File: src/rtl/serial_exec_ctrl_if.sv
// Handshake and control bundle between the bit-serial sequencer and its datapath.
interface serial_exec_ctrl_if #(
  parameter int WIDTH = 8,
  parameter int CNT_W = 3
);
  logic             start;
  logic             inst_valid;
  logic             run_mode;
  logic [3:0]       opcode;
  logic [11:0]      instr;
  logic             busy;
  logic             done;
  logic             illegal;
  logic [2:0]       rs1;
  logic [2:0]       rs2;
  logic [2:0]       reg_waddr;
  logic             reg_read_en;
  logic             reg_shift_en;
  logic             reg_write_en;
  logic             use_imm;
  logic [WIDTH-1:0] imm;
  logic             imm_load;
  logic             imm_shift_en;
  logic             acc_clr;
  logic             acc_shift_en;
  logic [1:0]       alu_op;
  logic             b_invert;
  logic             carry_load;
  logic             carry_init;
  logic             carry_en;
  logic [CNT_W-1:0] bit_idx;
  logic             last_bit;

  modport master (
    output start, inst_valid, run_mode, opcode, instr,
    input  busy, done, illegal, rs1, rs2, reg_waddr, reg_read_en, reg_shift_en,
           reg_write_en, use_imm, imm, imm_load, imm_shift_en, acc_clr,
           acc_shift_en, alu_op, b_invert, carry_load, carry_init, carry_en,
           bit_idx, last_bit
  );

  modport slave (
    input  start, inst_valid, run_mode, opcode, instr,
    output busy, done, illegal, rs1, rs2, reg_waddr, reg_read_en, reg_shift_en,
           reg_write_en, use_imm, imm, imm_load, imm_shift_en, acc_clr,
           acc_shift_en, alu_op, b_invert, carry_load, carry_init, carry_en,
           bit_idx, last_bit
  );
endinterface

File: src/rtl/serial_exec_ctrl.sv
// Bit-serial execute sequencer: accept, operand load, WIDTH serial cycles, writeback.
module serial_exec_ctrl #(
  parameter int WIDTH = 8,
  parameter int CNT_W = 3
) (
  input logic              clk,
  input logic              rstn,
  serial_exec_ctrl_if.slave bus
);

  typedef enum logic [1:0] {IDLE, LOAD, EXEC, WB} state_t;

  localparam logic [CNT_W-1:0] LAST = CNT_W'(WIDTH - 1);

  state_t           state_q, state_d;
  logic [3:0]       op_q, op_d;
  logic [2:0]       rs1_q, rs1_d;
  logic [7:0]       hi_q, hi_d;     // instr[11:4]; low three bits double as rs2
  logic [CNT_W-1:0] bit_q, bit_d;
  logic             illegal_q, illegal_d;
  logic             is_sub;
  logic [WIDTH-1:0] imm_ext;

  function automatic logic op_legal(input logic [3:0] op);
    case (op)
      4'b0000, 4'b0001, 4'b0110, 4'b0101, 4'b0100,
      4'b1000, 4'b1001, 4'b1100, 4'b1011, 4'b1010: op_legal = 1'b1;
      default:                                     op_legal = 1'b0;
    endcase
  endfunction

  // State and latched instruction fields
  always_ff @(posedge clk or negedge rstn) begin
    if (!rstn) begin
      state_q   <= IDLE;
      op_q      <= '0;
      rs1_q     <= '0;
      hi_q      <= '0;
      bit_q     <= '0;
      illegal_q <= 1'b0;
    end else begin
      state_q   <= state_d;
      op_q      <= op_d;
      rs1_q     <= rs1_d;
      hi_q      <= hi_d;
      bit_q     <= bit_d;
      illegal_q <= illegal_d;
    end
  end

  // Next state: accept/reject, bit counting and run-mode chaining from WB
  always_comb begin
    state_d   = state_q;
    op_d      = op_q;
    rs1_d     = rs1_q;
    hi_d      = hi_q;
    bit_d     = bit_q;
    illegal_d = 1'b0;
    case (state_q)
      IDLE: begin
        if (bus.start && bus.inst_valid) begin
          if (op_legal(bus.opcode)) begin
            op_d    = bus.opcode;
            rs1_d   = bus.instr[2:0];
            hi_d    = bus.instr[11:4];
            state_d = LOAD;
          end else begin
            illegal_d = 1'b1;
          end
        end
      end
      LOAD: begin
        bit_d   = '0;
        state_d = EXEC;
      end
      EXEC: begin
        if (bit_q == LAST) begin
          bit_d   = '0;
          state_d = WB;
        end else begin
          bit_d = bit_q + CNT_W'(1);
        end
      end
      WB: begin
        state_d = IDLE;
        if (bus.run_mode && bus.inst_valid) begin
          if (op_legal(bus.opcode)) begin
            op_d    = bus.opcode;
            rs1_d   = bus.instr[2:0];
            hi_d    = bus.instr[11:4];
            state_d = LOAD;
          end else begin
            illegal_d = 1'b1;
          end
        end
      end
      default: state_d = IDLE;
    endcase
  end

  // Immediate extension: only ADDI/SUBI (1000/1001) sign-extend; R-type gives zero
  always_comb begin
    imm_ext = '0;
    if (op_q[3]) begin
      if (op_q[2:1] == 2'b00) imm_ext = {WIDTH{hi_q[7]}};
      imm_ext[7:0] = hi_q;
    end
  end

  // ALU function select from the latched opcode
  always_comb begin
    is_sub = (op_q == 4'b0001) || (op_q == 4'b1001);
    case (op_q)
      4'b0110, 4'b1100: bus.alu_op = 2'b01;
      4'b0101, 4'b1011: bus.alu_op = 2'b10;
      4'b0100, 4'b1010: bus.alu_op = 2'b11;
      default:          bus.alu_op = 2'b00;
    endcase
  end

  // Moore control strobes per state
  always_comb begin
    bus.busy         = (state_q != IDLE);
    bus.done         = 1'b0;
    bus.reg_read_en  = 1'b0;
    bus.reg_shift_en = 1'b0;
    bus.reg_write_en = 1'b0;
    bus.imm_load     = 1'b0;
    bus.imm_shift_en = 1'b0;
    bus.acc_clr      = 1'b0;
    bus.acc_shift_en = 1'b0;
    bus.carry_load   = 1'b0;
    bus.carry_en     = 1'b0;
    bus.last_bit     = 1'b0;
    case (state_q)
      LOAD: begin
        bus.reg_read_en = 1'b1;
        bus.imm_load    = op_q[3];
        bus.acc_clr     = 1'b1;
        bus.carry_load  = 1'b1;
      end
      EXEC: begin
        bus.reg_shift_en = 1'b1;
        bus.imm_shift_en = op_q[3];
        bus.acc_shift_en = 1'b1;
        bus.carry_en     = 1'b1;
        bus.last_bit     = (bit_q == LAST);
      end
      WB: begin
        bus.reg_write_en = 1'b1;
        bus.done         = 1'b1;
      end
      default: ;
    endcase
  end

  assign bus.illegal    = illegal_q;
  assign bus.rs1        = rs1_q;
  assign bus.reg_waddr  = rs1_q;
  assign bus.rs2        = op_q[3] ? 3'b000 : hi_q[2:0];
  assign bus.use_imm    = op_q[3];
  assign bus.imm        = imm_ext;
  assign bus.b_invert   = is_sub;
  assign bus.carry_init = is_sub;
  assign bus.bit_idx    = bit_q;

endmodule

File: src/flat_wrapper.sv
// flat-port wrapper written by rule: the top's interface ports become plain ports
module serial_exec_ctrl_flat 
#(
  parameter int WIDTH = 8,
  parameter int CNT_W = 3
)
  (clk, rstn, bus_start, bus_inst_valid, bus_run_mode, bus_opcode, bus_instr, bus_busy, bus_done, bus_illegal, bus_rs1, bus_rs2, bus_reg_waddr, bus_reg_read_en, bus_reg_shift_en, bus_reg_write_en, bus_use_imm, bus_imm, bus_imm_load, bus_imm_shift_en, bus_acc_clr, bus_acc_shift_en, bus_alu_op, bus_b_invert, bus_carry_load, bus_carry_init, bus_carry_en, bus_bit_idx, bus_last_bit);
  serial_exec_ctrl_if #(.WIDTH(WIDTH), .CNT_W(CNT_W)) bus_i ();
  input logic clk;
  input logic rstn;
  input wire logic [$bits(bus_i.start)-1:0] bus_start;
  input wire logic [$bits(bus_i.inst_valid)-1:0] bus_inst_valid;
  input wire logic [$bits(bus_i.run_mode)-1:0] bus_run_mode;
  input wire logic [$bits(bus_i.opcode)-1:0] bus_opcode;
  input wire logic [$bits(bus_i.instr)-1:0] bus_instr;
  output wire logic [$bits(bus_i.busy)-1:0] bus_busy;
  output wire logic [$bits(bus_i.done)-1:0] bus_done;
  output wire logic [$bits(bus_i.illegal)-1:0] bus_illegal;
  output wire logic [$bits(bus_i.rs1)-1:0] bus_rs1;
  output wire logic [$bits(bus_i.rs2)-1:0] bus_rs2;
  output wire logic [$bits(bus_i.reg_waddr)-1:0] bus_reg_waddr;
  output wire logic [$bits(bus_i.reg_read_en)-1:0] bus_reg_read_en;
  output wire logic [$bits(bus_i.reg_shift_en)-1:0] bus_reg_shift_en;
  output wire logic [$bits(bus_i.reg_write_en)-1:0] bus_reg_write_en;
  output wire logic [$bits(bus_i.use_imm)-1:0] bus_use_imm;
  output wire logic [$bits(bus_i.imm)-1:0] bus_imm;
  output wire logic [$bits(bus_i.imm_load)-1:0] bus_imm_load;
  output wire logic [$bits(bus_i.imm_shift_en)-1:0] bus_imm_shift_en;
  output wire logic [$bits(bus_i.acc_clr)-1:0] bus_acc_clr;
  output wire logic [$bits(bus_i.acc_shift_en)-1:0] bus_acc_shift_en;
  output wire logic [$bits(bus_i.alu_op)-1:0] bus_alu_op;
  output wire logic [$bits(bus_i.b_invert)-1:0] bus_b_invert;
  output wire logic [$bits(bus_i.carry_load)-1:0] bus_carry_load;
  output wire logic [$bits(bus_i.carry_init)-1:0] bus_carry_init;
  output wire logic [$bits(bus_i.carry_en)-1:0] bus_carry_en;
  output wire logic [$bits(bus_i.bit_idx)-1:0] bus_bit_idx;
  output wire logic [$bits(bus_i.last_bit)-1:0] bus_last_bit;
  assign bus_i.start = bus_start;
  assign bus_i.inst_valid = bus_inst_valid;
  assign bus_i.run_mode = bus_run_mode;
  assign bus_i.opcode = bus_opcode;
  assign bus_i.instr = bus_instr;
  assign bus_busy = bus_i.busy;
  assign bus_done = bus_i.done;
  assign bus_illegal = bus_i.illegal;
  assign bus_rs1 = bus_i.rs1;
  assign bus_rs2 = bus_i.rs2;
  assign bus_reg_waddr = bus_i.reg_waddr;
  assign bus_reg_read_en = bus_i.reg_read_en;
  assign bus_reg_shift_en = bus_i.reg_shift_en;
  assign bus_reg_write_en = bus_i.reg_write_en;
  assign bus_use_imm = bus_i.use_imm;
  assign bus_imm = bus_i.imm;
  assign bus_imm_load = bus_i.imm_load;
  assign bus_imm_shift_en = bus_i.imm_shift_en;
  assign bus_acc_clr = bus_i.acc_clr;
  assign bus_acc_shift_en = bus_i.acc_shift_en;
  assign bus_alu_op = bus_i.alu_op;
  assign bus_b_invert = bus_i.b_invert;
  assign bus_carry_load = bus_i.carry_load;
  assign bus_carry_init = bus_i.carry_init;
  assign bus_carry_en = bus_i.carry_en;
  assign bus_bit_idx = bus_i.bit_idx;
  assign bus_last_bit = bus_i.last_bit;
  serial_exec_ctrl #(.WIDTH(WIDTH), .CNT_W(CNT_W)) u_core (.clk(clk), .rstn(rstn), .bus(bus_i));
endmodule
File: config.mk
export PLATFORM = sky130hd
export DESIGN_NAME = serial_exec_ctrl_flat
export DESIGN_NICKNAME = d
export VERILOG_FILES = /design/src/rtl/serial_exec_ctrl_if.sv /design/src/rtl/serial_exec_ctrl.sv /design/src/flat_wrapper.sv
export SDC_FILE = /design/constraint.sdc
export NUM_CORES = 1
export LEC_CHECK = 0
export BUFFER_PORTS_ARGS = -buffer_cell sky130_fd_sc_hd__buf_2
export CORE_ASPECT_RATIO = 0.6
export CORE_MARGIN = 5
export CORE_UTILIZATION = 40
export DETAILED_ROUTE_END_ITERATION = 8
export PLACE_DENSITY = 0.75
export SYNTH_ARGS = -nofsm -noshare
export SYNTH_HDL_FRONTEND = slang
export SYNTH_SLANG_ARGS = --single-unit
File: constraint.sdc
create_clock -name clk -period 2.05 [get_ports clk]
set_input_delay 0.205 -clock clk [delete_from_list [all_inputs] [get_ports clk]]
set_output_delay 0.205 -clock clk [all_outputs]
set_load 0.01 [all_outputs]
### After elaboration in Yosys (flattened, before gate mapping)

Memories as Yosys holds them, arrays and structs flattened.
Index checks and enable logic that the tools add are counted.

* add/sub/neg operators: 1
* multipliers: 0
* div/mod/pow operators: 0
* $lt $le $gt $ge: 0
* eq/ne operators: 17
* shifts and indexed selects: 0
* muxes and demuxes: 41
* bitwise logic cells: 0
* reductions and logical operators: 12

Operator list (number)
* $mux W8: 5
* $mux W3: 6
* $eq A4 B4 Y1 const B: 4
* $mux W4: 4
* $pmux W8 S2: 1
* $mux W1: 15
* $eq A4 B3 Y1 const B: 3
* $pmux W3 S2: 2
* $ne A2 B1 Y1 const B: 5
* $mux W2: 4
* $pmux W2 S4: 1
* $pmux W4 S2: 1
* $pmux W2 S3: 1
* $reduce_bool A2 Y1: 3
* $reduce_or A2 Y1: 3
* $reduce_and A5 Y1: 1
* $eq A2 B2 Y1 const B: 2
* $eq A4 B1 Y1 const B: 1
* $add A3 B1 Y3 const B: 1
* $eq A3 B3 Y1 const B: 1
* $reduce_and A3 Y1: 1
* $eq A2 B1 Y1 const B: 1
* $logic_and A1 B1 Y1: 2
* $logic_not A2 Y1: 1
* other kinds (2): 2

* bits in registers: 21
* latch bits: 0
* RAM bits: 0
* ROM bits: 32
* output and inout bits: 38
* memories kept: 2

Memory list
* (name not given): depth 16, bits a word 1, read ports 1, clocked after memory_dff 0, write ports 0, RTL line serial_exec_ctrl.sv:25 `case (op)`
* (name not given): depth 16, bits a word 1, read ports 1, clocked after memory_dff 0, write ports 0, RTL line serial_exec_ctrl.sv:25

### Logic depth before layout (Yosys ltp)

Gate-level depths: netlist of run 1.

* depth after elaboration: 6
* mapped depth: 7
* gate-level depth less buffers: 7

### Worst setup path before layout of run 1

OpenSTA, ideal clock, no wires.

* path type: reg2reg
* start: register u_core.state_q[0]
* end: register u_core.rs1_q[2] (netlist: u_core.bus.reg_waddr[2])
* setup time: 0.125 ns
* arrival: 1.695 ns
* path slack: 0.230 ns
* stages on the path, launching flop included: 8
* cells stage by stage: dfrtp_1 > inv_1 > ha_1 > clkbuf_1 > a221oi_4 > nand2_4 > buf_6 > mux2_4

* longest elaborated chain between the ends: 3
* elaborated cells between the ends (all ways): 9
* classes of those cells: eq/ne (5); mux (1); reduce/logical (3)

Ends and longest elaborated chain
* start: declaration: RTL line serial_exec_ctrl.sv:15 `state_t state_q, state_d;`
* start signal: assignment: RTL line serial_exec_ctrl.sv:42 `state_q <= state_d;`
* $eq A2 B2 Y1 / $logic_not A2 Y1 (equally long branches): RTL line serial_exec_ctrl.sv:59 `case (state_q)`
* $ne A2 B1 Y1 (no source line) / $reduce_bool A2 Y1 (equally long branches)
* $reduce_and A5 Y1 (no source line)
* end signal: assignment: RTL line serial_exec_ctrl.sv:44 `rs1_q <= rs1_d;`
* end: declaration: RTL line serial_exec_ctrl.sv:17 `logic [2:0] rs1_q, rs1_d;`

Parallel ways exist; a longest one is shown, timed or not.
A chain may end at the register's enable or synchronous reset.

### Worst setup path in the final report of run 1

* start: register u_core.state_q[0]
* end: register u_core.state_q[0]

* longest elaborated chain between the ends: 3
* elaborated cells between the ends (all ways): 9
* classes of those cells: eq/ne (6); mux (1); reduce/logical (2)

Ends and longest elaborated chain (RTL line)
* $eq A2 B2 Y1 / $logic_not A2 Y1 (equally long branches): serial_exec_ctrl.sv:59
* $ne A2 B1 Y1 (no source line)
* $reduce_and A3 Y1 (no source line)

Parallel ways exist; a longest one is shown, timed or not.

==> reports/summary.txt, run 1 <==
Outcome: finished clean
Clock Latency Late Sink: 250 ps
HP Class: input port to flip-flop
Core Area: 0.00295 mm2
Clk slew on worst S/H paths: 70 ps
Global-route wire length before repair: 4.20 mm
DRC: 0
Unrepaired setup endpoints after global routing: no
Vias per inst: 4.65
Ant diodes: 0
Fin Setup TNS: 0 ps
Pwr per Cell Area: 1770 mW/mm2
Worst EP arrival: 1970 ps
Leak Pwr: 0.845 nW
Crit path from: u_core.state_q[0]
CP peak stage delay: 370 ps
Synth warn: 0
DR iter-0 viols: 14
Total CTS buffers: 3
WL final: 2.57 mm
H-tree levels: 1
Port Buffers: 57
Minimum clock period: 1840 ps
Post-Synthesis Net Count: 134
Worst Clk Skew: 8.06 ps
I/O pin count: 59
Chip Height: 53.4 um
Tcrit/Tclk final: 90.0%
VDD IR-drop max: 698 uV
Non-Filler Instances: 199
CTS tree: yes
Fmax: 0.542 GHz
Final non-filler cell area: 0.00157 mm2
Met2 Track Usage GR: 21.8%
Die area: 0.00439 mm2
Busiest grt layer: met2
Placed Instances: 194
Final net count: 186
Routability Congestion: 0.829
Seq cells post-synth: 21
Met3 Track Usage GR: 3.74%
CTS Root Cell: clkbuf_8
Placed cell areas: 0.00151 mm2
Count of pins over their slew limit: 0
Starting Density: 42.6%
# Post-CTS Setup Buffers: 0
Largest net degree at the start of global routing: 22
Most common cell after layout, fill and taps aside: buf_2
Post-Syn Area: 0.00125 mm2
Remaining Overflow, GRT: 0
Slew @ Worst Pin: 480 ps
Share of layout cells above drive strength 1: 54.8%
Most frequent cells in the layout: 57 x buf_2, 21 x dfrtp_1, 11 x and2_1
Met1 global-route usage: 15.7%
CP max stage cell: dfrtp_1
Area grow syn2layout: 25.1%
Avg Cell Area, Syn: 11.8 um2
Clock sink count: 21
Clock tree buffer depth: 2
CP Class: flip-flop to flip-flop
Maxcap violations: 0
Setup violators final: 0
Wire per inst: 12.9 um
Reg2Reg Launch Point: u_core.state_q[0]
Relative slew slack: 68.0%
Vias in the first global route: 930
CP startpoint kind: flip-flop
Die Wd: 82.3 um
Crit. End Element: flip-flop
Pre-antenna DRT Iters: 4
Initial antenna violation count: 0
Final hold violation count: 0
Synth cell types: 29
Fill cell count: 263
Gr usage total: 12.7%
Seq/Total Area, Yosys: 41.9%
FP Rows: 15
Post-route ant nets: 0
CP Max Fanout: 7
Worst min-delay path startpoint: bus_instr[1]
Vias: 925
Final HPWL DP: 2.09 mm
Crit-path cells: inv_1, ha_1, nor2b_1, a21o_2, a31o_2, o41a_1
Gate Count Post-Synth: 106
CP required: 2180 ps
==> through the flow <==
stage | power, W | setup slack [ps] | hold slack [ps] | utilization [%]
5_1_grt | 0.00302 | 108 | 165 | 53.3
3_3_place_gp | 0.00250 | 250 | 189 | 51.4
6_report | 0.00278 | 206 | 175 | 53.3
4_1_cts | 0.00284 | 200 | 169 | 53.3
3_5_place_dp | 0.00257 | 212 | 188 | 51.4
2_1_floorplan | 0.00214 | 230 | -90.6 | -
==> metal layers <==
layer / share of wire, % / up-vias
li1: - / 451
met1: 44 / 433
met2: 46 / 39
met3: 9.9 / 2
met4: 0.47 / 0
met5: 0 / -
==> registers in the layout, indices dropped and copies added, names as in the netlist <==
register,count
u_core.op_q,4
u_core.bus.reg_waddr,3
u_core.bus.bit_idx,3
u_core.state_q,2
u_core.hi_q,8
u_core.bus.illegal,1
==> Yosys cell counts, drive strengths merged <==
master  number  area (um2)
xor2         1        8.76
nand2        5        28.8
mux2i        1        10.0
o41a         1        11.3
nor2b        4        25.0
mux2        17         229
o211ai       1        12.5
o21ai        4        20.0
inv          6        22.5
a31o         1        8.76
nand2b       2        12.5
buf         10        78.8
o22ai        1        6.26
nor4b        1        8.76
and4         1        10.0
nand3        3        15.0
clkbuf       2        7.51
a21o         2        16.3
dfrtp       21         526
ha           7        87.6
nor2         2        7.51
nor3b        1        7.51
and2        11        68.8
a221oi       1        26.3
==> worst paths after layout <==
kind | endpoint | slack (ps) | cells past startpoint
worst min-delay path | u_core.bus.reg_waddr[1] | 170 | 2
worst max register to register | u_core.state_q[0] | 210 | 6
max in group asynchronous | u_core.hi_q[1] | 1300 | 2
min in group asynchronous | u_core.hi_q[5] | 430 | 2
worst max-delay path | u_core.state_q[0] | 210 | 6
worst min register to register | u_core.hi_q[6] | 510 | 1
==> kinds of logic (layout without fill, tap and decap cells) <==
group                    after synthesis  count (layout)  share of synthesized area [%]
AO/OA/AOI/OAI                         11              11                           8.08
XOR/XNOR                               1               1                          0.698
adder cells (fa/ha/maj)                7               7                           6.98
buffers and inverters                 18              69                           8.67
flip-flops                            21              21                           41.9
multiplexers                          18              18                           19.0
AND/OR/NAND/NOR                       30              30                           14.7
==> worst max-delay path, delay by kind of cell (launching register included) <==
kind            cells  cell delay [ps]
flops               1              370
simple gates        1              190
compound gates      3              780
fa+ha+maj           1              280
buf+inv             1              100
==> final cells by class <==
cell class                 instances  area, um2  share of cell area [%]
clock buffer                       3       41.3                    2.63
clock inverter                     1       5.00                   0.319
inverter                           6       22.5                    1.43
multi-input combinational         67        621                    39.5
sequential                        21        526                    33.5
tap                               42       52.6                    3.35
timing repair buffer              59        303                    19.3
==> repair_timing <==
| action | in CTS | in global routing |
|---|---|---|
| resized for setup | 0 | 0 |
| hold endpoints to repair | 21 | 0 |
| hold buffers | 1 | 0 |
==> where the power goes <==
part,switching [W],internal (W)
Sequential,0.000176,0.000619
Combinational,0.000808,0.000919
Clock,0.000122,0.000135
(Power assumes the default switching activity.)
==> inputs of run 2 (changes only) <==
Settings changed: CAP_MARGIN from default to 10, REMOVE_ABC_BUFFERS from default to 1.
Clock period 2.05 ns to 2.2 ns, I/O delays scaled along.
==> run 2 against run 1 <==
Net effect: power fell by 6.8%; maximum frequency down 2.7%; wire length is 7.1% higher; hold slack better by 12 ps; highest routed layer unchanged; sequential power down 7.0%; clock skew decreased by 6.7 ps; worst setup slack improved by 99 ps; critical path type unchanged; largest power group unchanged; utilization fell by 0.30 points; clock-buffer cell count is 1 higher; largest cell class unchanged.
==> reports/summary.txt, run 2 (synthesis results as in run 1) <==
H-tree levels: 1
Top reg by flops: u_core.hi_q
Area grow syn2layout: 24.4%
Core Area: 0.00295 mm2
Port Buffers: 57
DR iter-0 viols: 19
Met2 wire len: 1.35 mm
Crit-path cells: inv_1, ha_1, a221oi_4, nand2_4, mux2_4
CP startpoint kind: flip-flop
CTS tree: yes
Setup WS post-layout: 305 ps
Most common cell after layout, fill and taps aside: buf_2
Pre-antenna DRT Iters: 4
Count of pins over their slew limit: 0
Share of layout cells above drive strength 1: 53.8%
Final net count: 185
Psw: 0.00104 W
Seq pwr share: 28.5%
FP Rows: 15
Die area: 0.00439 mm2
Non-Filler Instances: 198
Top Registers: u_core.hi_q x8, u_core.op_q x4
Layout Utilization: 53.0%
Post-route ant nets: 0
Slew @ Worst Pin: 479 ps
Fin Setup TNS: 0 ps
Outcome: finished clean
Vias: 932
# Post-CTS Setup Buffers: 0
I/O pin count: 59
Final HPWL DP: 2.13 mm
Die Wd: 82.3 um
Pwr per Cell Area: 1660 mW/mm2
Routability Congestion: 0.738
DRT met1 WL: 1.17 mm
CP peak stage delay: 450 ps
Clock tree buffer depth: 2
Vias per inst: 4.71
Highest routed layer: met4
Remaining Overflow, GRT: 0
Global-route wire length before repair: 4.47 mm
Post-route total power: 0.00259 W
Worst slack, placed: 306 ps
Chip Height: 53.4 um
HP Class: input port to flip-flop
Maxcap violations: 0
CP Class: flip-flop to flip-flop
CTS Hold Bufs: 1
VDD IR-drop max: 599 uV
Relative slew slack: 68.1%
Switching share of power: 40.3%
Wire per inst: 13.9 um
Total CTS buffers: 3
Leak Pwr: 0.838 nW
CP Max Fanout: 15
Number of flip-flops under the largest register name: 8
Tcrit/Tclk final: 86.1%
Crit-path leading delay family: adder cells
Clock share of power: 9.8%
Most frequent cells in the layout: 57 x buf_2, 21 x dfrtp_1, 11 x and2_1
Placed Instances: 193
CP required: 2350 ps
Clock Latency Late Sink: 260 ps
Gr usage total: 13.7%
Initial antenna violation count: 0
Unrepaired setup endpoints after global routing: no
Ant diodes: 0
CTS Root Cell: clkbuf_8
Minimum clock period: 1890 ps
Clock sink count: 21
Fmax: 0.528 GHz
Largest net degree at the start of global routing: 22
Comb power frac: 61.7%
Final hold violation count: 0
Clk slew on worst S/H paths: 70 ps
Worst Clk Skew: 1.39 ps
Vias in the first global route: 960
Post-CTS Resized: 0
Pint: 0.00154 W
Crit. End Element: flip-flop
CP max stage cell: ha_1
Setup violators final: 0
WL final: 2.76 mm
CP bufs+invs: 1
Starting Density: 42.6%
Worst EP arrival: 2040 ps
Met3 WL: 207 um
DRC: 0
## run 2: changes by cell type in the layout (fill, tap and decap cells not counted)
cell	previous run	this run
clkbuf_1	0	1
buf_4	1	0
clkinv_2	1	0
## run 2: final cells by class
type / instances / area, um2
fill: 277 / 1390
sequential: 21 / 526
clock buffer: 4 / 45.0
tap: 42 / 52.6
timing repair buffer: 58 / 295
multi-input combinational: 67 / 621
inverter: 6 / 22.5
## run 2: power groups by stage
| stage | logic [W] | clock network, W | registers [W] |
|---|---|---|---|
| after floorplan | 0.00110 | 0 | 0.000744 |
| after global placement | 0.00157 | 0 | 0.000726 |
| after detailed placement | 0.00161 | 0 | 0.000747 |
| after CTS | 0.00162 | 0.000265 | 0.000740 |
| after global routing | 0.00174 | 0.000283 | 0.000773 |
| final | 0.00160 | 0.000253 | 0.000739 |
## run 2: per-layer routing
| layer | vias up | track usage (%) |
|---|---|---|
| li1 | 449 | - |
| met1 | 446 | 15.9 |
| met2 | 33 | 24.6 |
| met3 | 4 | 4.08 |
| met4 | 0 | 3.31 |
| met5 | - | 0 |
## run 2: through the flow
stage / hold slack [ps] / instance area [um2]
floorplan: -75.6 / 1170
global placement: 203 / 1510
detailed placement: 212 / 1510
CTS: 177 / 1560
global route: 178 / 1560
finish: 187 / 1560
## run 2: path summary, 6_finish.rpt
path	start	cells after the start	to	slack (ps)
min	bus_instr[7]	2	u_core.hi_q[3]	190
max	u_core.state_q[0]	5	u_core.hi_q[1]	310
max reg2reg	u_core.state_q[0]	5	u_core.hi_q[1]	310
min reg2reg	u_core.hi_q[3]	1	u_core.hi_q[3]	510
min in group asynchronous	rstn	2	u_core.hi_q[0]	460
max in group asynchronous	rstn	2	u_core.op_q[1]	1400
